`config.mk`:
```
export PLATFORM = sky130hd
export DESIGN_NAME = mem_bus_arbiter
export DESIGN_NICKNAME = d
export VERILOG_FILES = /design/src/rtl/biu_pkg.sv /design/src/rtl/bus_watchdog.sv /design/src/rtl/mem_bus_arbiter.sv
export SDC_FILE = /design/constraint.sdc
export NUM_CORES = 1
export LEC_CHECK = 0
export BUFFER_PORTS_ARGS = -buffer_cell sky130_fd_sc_hd__buf_2
export CAP_MARGIN = 30
export CELL_PAD_IN_SITES_DETAIL_PLACEMENT = 1
export CELL_PAD_IN_SITES_GLOBAL_PLACEMENT = 1
export CORE_ASPECT_RATIO = 1.5
export CORE_UTILIZATION = 28
export CTS_CLUSTER_DIAMETER = 150
export DETAILED_ROUTE_END_ITERATION = 12
export HOLD_SLACK_MARGIN = 0.05
export PLACE_DENSITY_LB_ADDON = 0.15
export SLEW_MARGIN = 20
export SYNTH_ARGS = -nofsm -noshare
export SYNTH_HDL_FRONTEND = slang
export SYNTH_HIERARCHICAL = 1
export SYNTH_SLANG_ARGS = --single-unit
export TNS_END_PERCENT = 50
```
`constraint.sdc`:
```
create_clock -name clk_i -period 2.35 [get_ports clk_i]
set_clock_uncertainty 0.15 [all_clocks]
set_input_delay 0.235 -clock clk_i [delete_from_list [all_inputs] [get_ports clk_i]]
set_output_delay 0.235 -clock clk_i [all_outputs]
set_load 0.01 [all_outputs]
```
`src/rtl/biu_pkg.sv`:
```
// Shared types and constants for the two-master memory bus arbiter.
package biu_pkg;

    typedef enum logic [1:0] {
        IDLE    = 2'b00,
        IM_XFER = 2'b01,
        DM_XFER = 2'b10
    } state_t;

    localparam logic [1:0] GNT_NONE    = 2'b00;
    localparam logic [1:0] GNT_IM      = 2'b01;
    localparam logic [1:0] GNT_DM      = 2'b10;
    localparam logic [3:0] BYTESEL_ALL = 4'b1111;

    // Request fields latched onto the bus at grant time.
    typedef struct packed {
        logic        we;
        logic [31:0] adr;
        logic [31:0] dat;
        logic [3:0]  sel;
    } bus_req_t;

endpackage

```
`src/rtl/bus_watchdog.sv`:
```
// Transaction watchdog: flags a timeout when a transfer goes TIMEOUT_CYCLES
// cycles without ack. TIMEOUT_CYCLES = 0 disables it.
module bus_watchdog #(
    parameter int TIMEOUT_CYCLES = 255
) (
    input  logic clk_i,
    input  logic rst_i,
    input  logic clear,
    input  logic run,
    input  logic ack,
    output logic timeout
);

    localparam logic       EN   = (TIMEOUT_CYCLES != 0);
    localparam logic [9:0] LAST = EN ? 10'(TIMEOUT_CYCLES - 1) : 10'd0;

    logic [9:0] wd_cnt;

    always_ff @(posedge clk_i or negedge rst_i) begin
        if (!rst_i)
            wd_cnt <= '0;
        else if (clear)
            wd_cnt <= '0;
        else if (run && !ack)
            wd_cnt <= wd_cnt + 10'd1;
    end

    // Ack in the same cycle wins over the timeout.
    assign timeout = EN && run && !ack && (wd_cnt == LAST);

endmodule

```
`src/rtl/mem_bus_arbiter.sv`:
```
// Two-master (instruction / data) arbiter for a single stb/ack memory bus.
// Data has priority, bounded by a starvation limit for waiting instruction fetches.
module mem_bus_arbiter
    import biu_pkg::*;
#(
    parameter int STARVE_LIMIT   = 4,
    parameter int TIMEOUT_CYCLES = 255
) (
    input  logic        clk_i,
    input  logic        rst_i,
    input  logic        im_stb_i,
    input  logic [31:0] im_adr_i,
    output logic [31:0] im_dat_o,
    output logic        im_ack_o,
    output logic        im_err_o,
    input  logic        dm_stb_i,
    input  logic        dm_we_i,
    input  logic [31:0] dm_adr_i,
    input  logic [31:0] dm_dat_i,
    input  logic [3:0]  dm_sel_i,
    output logic [31:0] dm_dat_o,
    output logic        dm_ack_o,
    output logic        dm_err_o,
    output logic        bus_stb_o,
    output logic        bus_we_o,
    output logic [31:0] bus_adr_o,
    output logic [31:0] bus_dat_o,
    output logic [3:0]  bus_sel_o,
    input  logic [31:0] bus_dat_i,
    input  logic        bus_ack_i,
    output logic [1:0]  grant_o
);

    state_t     state;
    bus_req_t   req;
    logic [3:0] starve_cnt;
    logic       dm_win;
    logic       grant;
    logic       timeout;

    assign dm_win = dm_stb_i && (!im_stb_i || (starve_cnt < 4'(STARVE_LIMIT)));
    assign grant  = (state == IDLE) && (dm_stb_i || im_stb_i);

    bus_watchdog #(
        .TIMEOUT_CYCLES(TIMEOUT_CYCLES)
    ) u_wd (
        .clk_i  (clk_i),
        .rst_i  (rst_i),
        .clear  (grant),
        .run    (state != IDLE),
        .ack    (bus_ack_i),
        .timeout(timeout)
    );

    always_ff @(posedge clk_i or negedge rst_i) begin
        if (!rst_i) begin
            state      <= IDLE;
            grant_o    <= GNT_NONE;
            bus_stb_o  <= 1'b0;
            req        <= '0;
            starve_cnt <= '0;
        end else begin
            case (state)
                IDLE: begin
                    if (dm_win) begin
                        state     <= DM_XFER;
                        grant_o   <= GNT_DM;
                        bus_stb_o <= 1'b1;
                        req       <= '{we: dm_we_i, adr: dm_adr_i, dat: dm_dat_i, sel: dm_sel_i};
                        if (im_stb_i && starve_cnt != 4'hF)
                            starve_cnt <= starve_cnt + 4'd1;
                    end else if (im_stb_i) begin
                        state      <= IM_XFER;
                        grant_o    <= GNT_IM;
                        bus_stb_o  <= 1'b1;
                        req        <= '{we: 1'b0, adr: im_adr_i, dat: 32'd0, sel: BYTESEL_ALL};
                        starve_cnt <= '0;
                    end
                end
                IM_XFER, DM_XFER: begin
                    // Timeout leaves starve_cnt alone so a stuck data slave
                    // cannot reset the instruction side's fairness credit.
                    if (bus_ack_i || timeout) begin
                        state     <= IDLE;
                        grant_o   <= GNT_NONE;
                        bus_stb_o <= 1'b0;
                        req       <= '0;
                    end
                end
                default: begin
                    state     <= IDLE;
                    grant_o   <= GNT_NONE;
                    bus_stb_o <= 1'b0;
                end
            endcase
        end
    end

    assign bus_we_o  = req.we;
    assign bus_adr_o = req.adr;
    assign bus_dat_o = req.dat;
    assign bus_sel_o = req.sel;

    assign im_ack_o = (state == IM_XFER) && bus_ack_i;
    assign dm_ack_o = (state == DM_XFER) && bus_ack_i;
    assign im_err_o = (state == IM_XFER) && timeout;
    assign dm_err_o = (state == DM_XFER) && timeout;
    assign im_dat_o = im_ack_o ? bus_dat_i : 32'd0;
    assign dm_dat_o = dm_ack_o ? bus_dat_i : 32'd0;

endmodule

```
[After elaboration in Yosys (flattened, before gate mapping)]
Index checks and enable logic that the tools add are counted.
Word-level totals
  logic and storage cells: 60
  register bits after elaboration: 86
Operators by class
  $lt $le $gt $ge: 1
  muxes and demuxes: 19
  equality and inequality tests: 7
  add/sub/neg operators: 2
  reduce and logical (&&, ||, !) cells: 23
Operators by type and width (count)
  2-to-1 mux 69 bit: 3
  case mux 69 bit (2 select lines): 1
  2-to-1 mux 32 bit: 2
  2-to-1 mux 10 bit: 2
  2-to-1 mux 4 bit: 3
  adder 10 x 1 -> 10 bit, second input constant: 1
  == test 10 x 8 -> 1 bit, second input constant: 1
  logical AND 1 bit: 9
  nonzero test 2 bit: 4
  2-to-1 mux 2 bit: 3
  AND reduction 3 bit: 2
  adder 4 x 1 -> 4 bit, second input constant: 1
  < comparator 4 x 3 -> 1 bit, second input constant: 1
  inequality test 4 bit, second input constant: 1
  case mux 2 bit (2 select lines): 1
  logical OR 1 bit: 3
  2-to-1 mux 1 bit: 3
  inequality test 3 bit, second input constant: 1
  == test 2 x 1 -> 1 bit, second input constant: 1
  == test 2 bit, second input constant: 1
  zero test 1 bit: 2
  zero test 2 bit: 1
  inequality test 2 x 1 -> 1 bit, second input constant: 1
  inequality test 2 bit, second input constant: 1
  3 further kinds: 3

[Logic depth before layout (Yosys ltp)]
  depth after elaboration: 6
  depth in mapped cells: 11

[Modules after synthesis]
Netlist, hierarchy kept.
By module, submodules not included
  mem_bus_arbiter: instances 1, area an instance 4290.4 µm², cells an instance 472
  bus_watchdog: instances 1, area an instance 549.3 µm², cells an instance 56

[Least setup slack after synthesis]
Ideal clock, no wire load.
  path kind: reg-to-reg
  from: register state[0]
  to: register req (netlist bit bus_dat_o[3])
  buffers on the path: 3
  clock period less this slack: 2621 ps
  path slack: -271 ps
  cell stages (with the launch flop): 12
  data arrival time: 2349 ps
  required time: 2078 ps
  cell sequence: dfrtp_1 -> inv_1 -> ha_1 -> buf_6 -> inv_1 -> nand4b_4 -> nor4_1 -> nor3b_1 -> or3_1 -> buf_2 -> buf_6 -> a32o_1
On the way
  cells in the longest elaborated chain, start to end: 6
  elaborated cells between the ends (all ways): 13
Ends and longest elaborated chain
  start, declared: RTL line mem_bus_arbiter.sv:34  | state_t state;
  start signal, assigned: RTL line mem_bus_arbiter.sv:57  | state <= IDLE;
  start signal, assigned: RTL line mem_bus_arbiter.sv:66  | state <= DM_XFER;
  start signal, assigned: RTL line mem_bus_arbiter.sv:73  | state <= IM_XFER;
  nonzero test 2 bit: RTL line mem_bus_arbiter.sv:50  | .run (state != IDLE),
  logical AND 1 bit (2 in series): RTL line bus_watchdog.sv:29  | assign timeout = EN && run && !ack && (wd_cnt == LAST);
  via timeout: RTL line mem_bus_arbiter.sv:39  | logic timeout;
  logical OR 1 bit: RTL line mem_bus_arbiter.sv:83  | if (bus_ack_i || timeout) begin
  inequality test 2 bit (no line)
  AND reduction 3 bit (no line)
  end signal, assigned: RTL line mem_bus_arbiter.sv:69  | req <= '{we: dm_we_i, adr: dm_adr_i, dat: dm_dat_i, sel: dm_sel_i};
  end signal, assigned: RTL line mem_bus_arbiter.sv:76  | req <= '{we: 1'b0, adr: im_adr_i, dat: 32'd0, sel: BYTESEL_ALL};
  end, declared: RTL line mem_bus_arbiter.sv:35  | bus_req_t req;
The timed path passes the listed nets, and every way through them passes these cells.
A chain may end at the register's enable or synchronous reset.

[Worst setup path in the final report]
  from: register state[1]
  to: register req (netlist bit bus_sel_o[3])
The elaborated chain is that of the path after synthesis.

==> results.toml <==
[yosys]
synthArstFlopShare = 1.00
ys.flop_type = "dfrtp_1"
synth.net_count = 672
synth_area_um2 = 4840
synth-seq-cells = 86
synth_top_area_frac = 0.445
yosys-top-cells-count = "86 x dfrtp_1, 64 x and3_1, 61 x o31ai_1"
yosysWarnings = 6
synth_edf_count = 0
ys_types = 37
netlist.top_cell.by_area = "dfrtp_1"
avgSynthCellArea_um2 = 9.17
ys_seq_area_frac = 0.445
synthTopCellsByArea = "dfrtp_1 44%, o31ai_1 9.5%, and3_1 8.3%"
syn-instance-count = 528
synth_most_common_cell = "dfrtp_1"

[sta]
setup_violations = 1
setup_slack_ns = -0.00319
fmax_mhz = 425
hold_viol = 0
fin_crit_sh = 1.00
hold_ws_ns = 0.0594
slew_headroom = 0.546
rsz0062_at_grt = "true"
worstMarginPinSlew_ns = 0.681
maxSlewViolCount = 0
post-route-min-period_ns = 2.35

[global_routing]
grtUsageTotal = 0.232
grt_pass1_wl_um = 32100
grt_max_degree = 68
first_global_vias = 6272
grt_antenna_before_repair = 1
grt-ovfl-total = 0

[final_layout]
area_growth_pct = 63.7
layout-drive-gt1-share = 0.390
design_area_um2 = 7920
diodes = 0
nets = 1026

[detailed_routing]
firstDrtPassIters = 4
wire_per_inst_um = 19.4
routed_wl_um = 21300
vias = 5872
drtAntennaViolNets = 0
drtIter0Drc = 251
routed_via_density = 5.35
drc = 0

[place]
place_hpwl_um = 13700
gp_congestion = 0.770
port_buffers = 277
post_dp_cell_area_um2 = 6530

[critical_path]
r2r_start = "state[1]"
rrSetupSlack_ns = -0.003
worstSetupEndpointType = "flip-flop"
worst-path-stages = 9
reg2reg_depth = 9
path_delay_family = "simple AND/OR/NAND/NOR gates"
cp.arrival_ns = 2.43
r2r_end = "bus_sel_o[3]"
cp_cell_sequence = "inv_2 -> ha_4 -> clkinvlp_4 -> nand4b_4 -> nor4_4 -> nor3b_4 -> or3_4 -> buf_12 -> a22o_1"
cp_slowest_stage_delay_ns = 0.39
required_ns = 2.42
path_buf_inv = 3
cp_slowest_cell = "nor4_4"
cp_max_fo = 19
path_class = "reg2reg"
critPathLaunchType = "flip-flop"

[power_and_ir_drop]
peakVddDrop_uv = 850
p_leak_nw = 4.32
powerDensity_nw_per_um2 = 1140
p_total_mw = 9.03

[die]
die_y_um = 163
coreArea_um2 = 16800
ios = 278
die_w_um = 109
die_area_um2 = 17800
start_util = 0.287
core.rowCount = 58

[outcome]
violations = "negative setup slack"
status = "finished, violations left"

[worst_hold_path]
whs_endpoint = "bus_adr_o[29]"
hold_depth = 3
min_from = "dm_adr_i[29]"
min_path_type = "in2reg"

[clocking]
clock_sinks = 86
root_buffer = "clkbuf_16"
h-tree-depth = 3
cts_tree = "built"
clkLatencyLatePin_ns = 0.33
ctsLongestPathBuffers = 2
cts-buffers-inserted = 9
clk_pin_slew_ns = 0.07

[run]
cap_violations = 0
worst min-delay path: stages:
cell and delay [ns]:
buf_2 0.07, nand4_1 0.10, o311ai_1 0.10
per-layer routing:
metal | share of wire | GRT usage | vias to the layer above
li1 | - | - | 2709
met1 | 0.37 | 0.247 | 2825
met2 | 0.51 | 0.424 | 283
met3 | 0.079 | 0.0567 | 53
met4 | 0.034 | 0.102 | 2
met5 | 0.00061 | 0 | -
worst max path at each step:
stage	from	end	slack, ns
after floorplan	state[0]	bus_dat_o[3]	-0.007
after global placement	state[0]	bus_sel_o[1]	0.13
after detailed placement	state[0]	bus_sel_o[2]	0.05
after CTS	state[0]	dm_err_o	0.03
after global routing	state[1]	dm_err_o	-0.08
final	state[1]	bus_sel_o[3]	-0.003
where the power goes:
| group | switching [mW] | internal [mW] | total [mW] |
|---|---|---|---|
| Combinational | 3.09 | 2.04 | 5.13 |
| Sequential | 0.349 | 2.09 | 2.44 |
| Clock | 0.627 | 0.834 | 1.46 |
cell usage in the layout (no fill, tap or decap), types with 2 or more instances in the layout:
cell type      instances
a21oi_1                6
a22o_1                 4
a32o_1                 6
and2_1                 5
and2_4                 2
and3_1                64
buf_12                 4
buf_2                274
buf_4                 30
buf_6                  3
clkbuf_16             10
clkinv_4               2
clkinvlp_4             2
dfrtp_1               86
dlygate4sd3_1         97
ha_1                   5
inv_1                 35
inv_2                  2
nand2_1                8
nand2b_1               3
nand3_1               30
nand3b_1               7
nand4_1               35
nor2_1                 6
nor2b_1                2
nor2b_2                2
nor3b_4                2
o21ai_0                7
o21ai_1               29
o311ai_1              32
o31ai_1               59
o31ai_2                2
or3_1                  4
or4_1                  2
registers in the layout, summed over array words and instances (netlist names):
signal / cells
bus_we_o: 1
u_wd/wd_cnt: 10
starve_cnt: 4
bus_adr_o: 32
state: 2
bus_dat_o: 32
bus_stb_o: 1
bus_sel_o: 4
metrics by stage:
step	util	cells	TNS [ns]	worst slack, ns
floorplan	-	528	-0.0219	-0.00731
global placement	0.388	976	0	0.127
detailed placement	0.388	976	0	0.0477
CTS	0.463	1089	0	0.0310
global route	0.471	1097	-0.500	-0.0759
finish	0.471	1097	-0.00319	-0.00319
cells by family (layout without fill, tap and decap cells):
logic type                 after synthesis  in the layout  synth area share
xor gates and xnor gates                 2              2           0.00362
muxes                                    1              1           0.00233
adders and majority gates                6              6            0.0155
DFF                                     86             86             0.445
AOI/OAI and AO/OA                      151            151             0.224
buffers and inverters                  104            463            0.0866
and+or+nand+nor                        178            178             0.223
final cells by class:
class / instances / area, um^2
clock buffers: 10 / 229
clock inverters: 6 / 71.3
fillers: 2009 / 8910
inverters: 38 / 146
multi-input cells: 338 / 2350
flip-flops and latches: 86 / 2150
well taps: 210 / 263
repair buffers: 409 / 2710
what timing repair did:
action                     CTS  global route
hold buffers                97             0
setup endpoints to repair    0            10
buffers inserted             0             7
hold endpoints to repair   121             0
resized for setup            0            12
(Power assumes the default switching activity.)
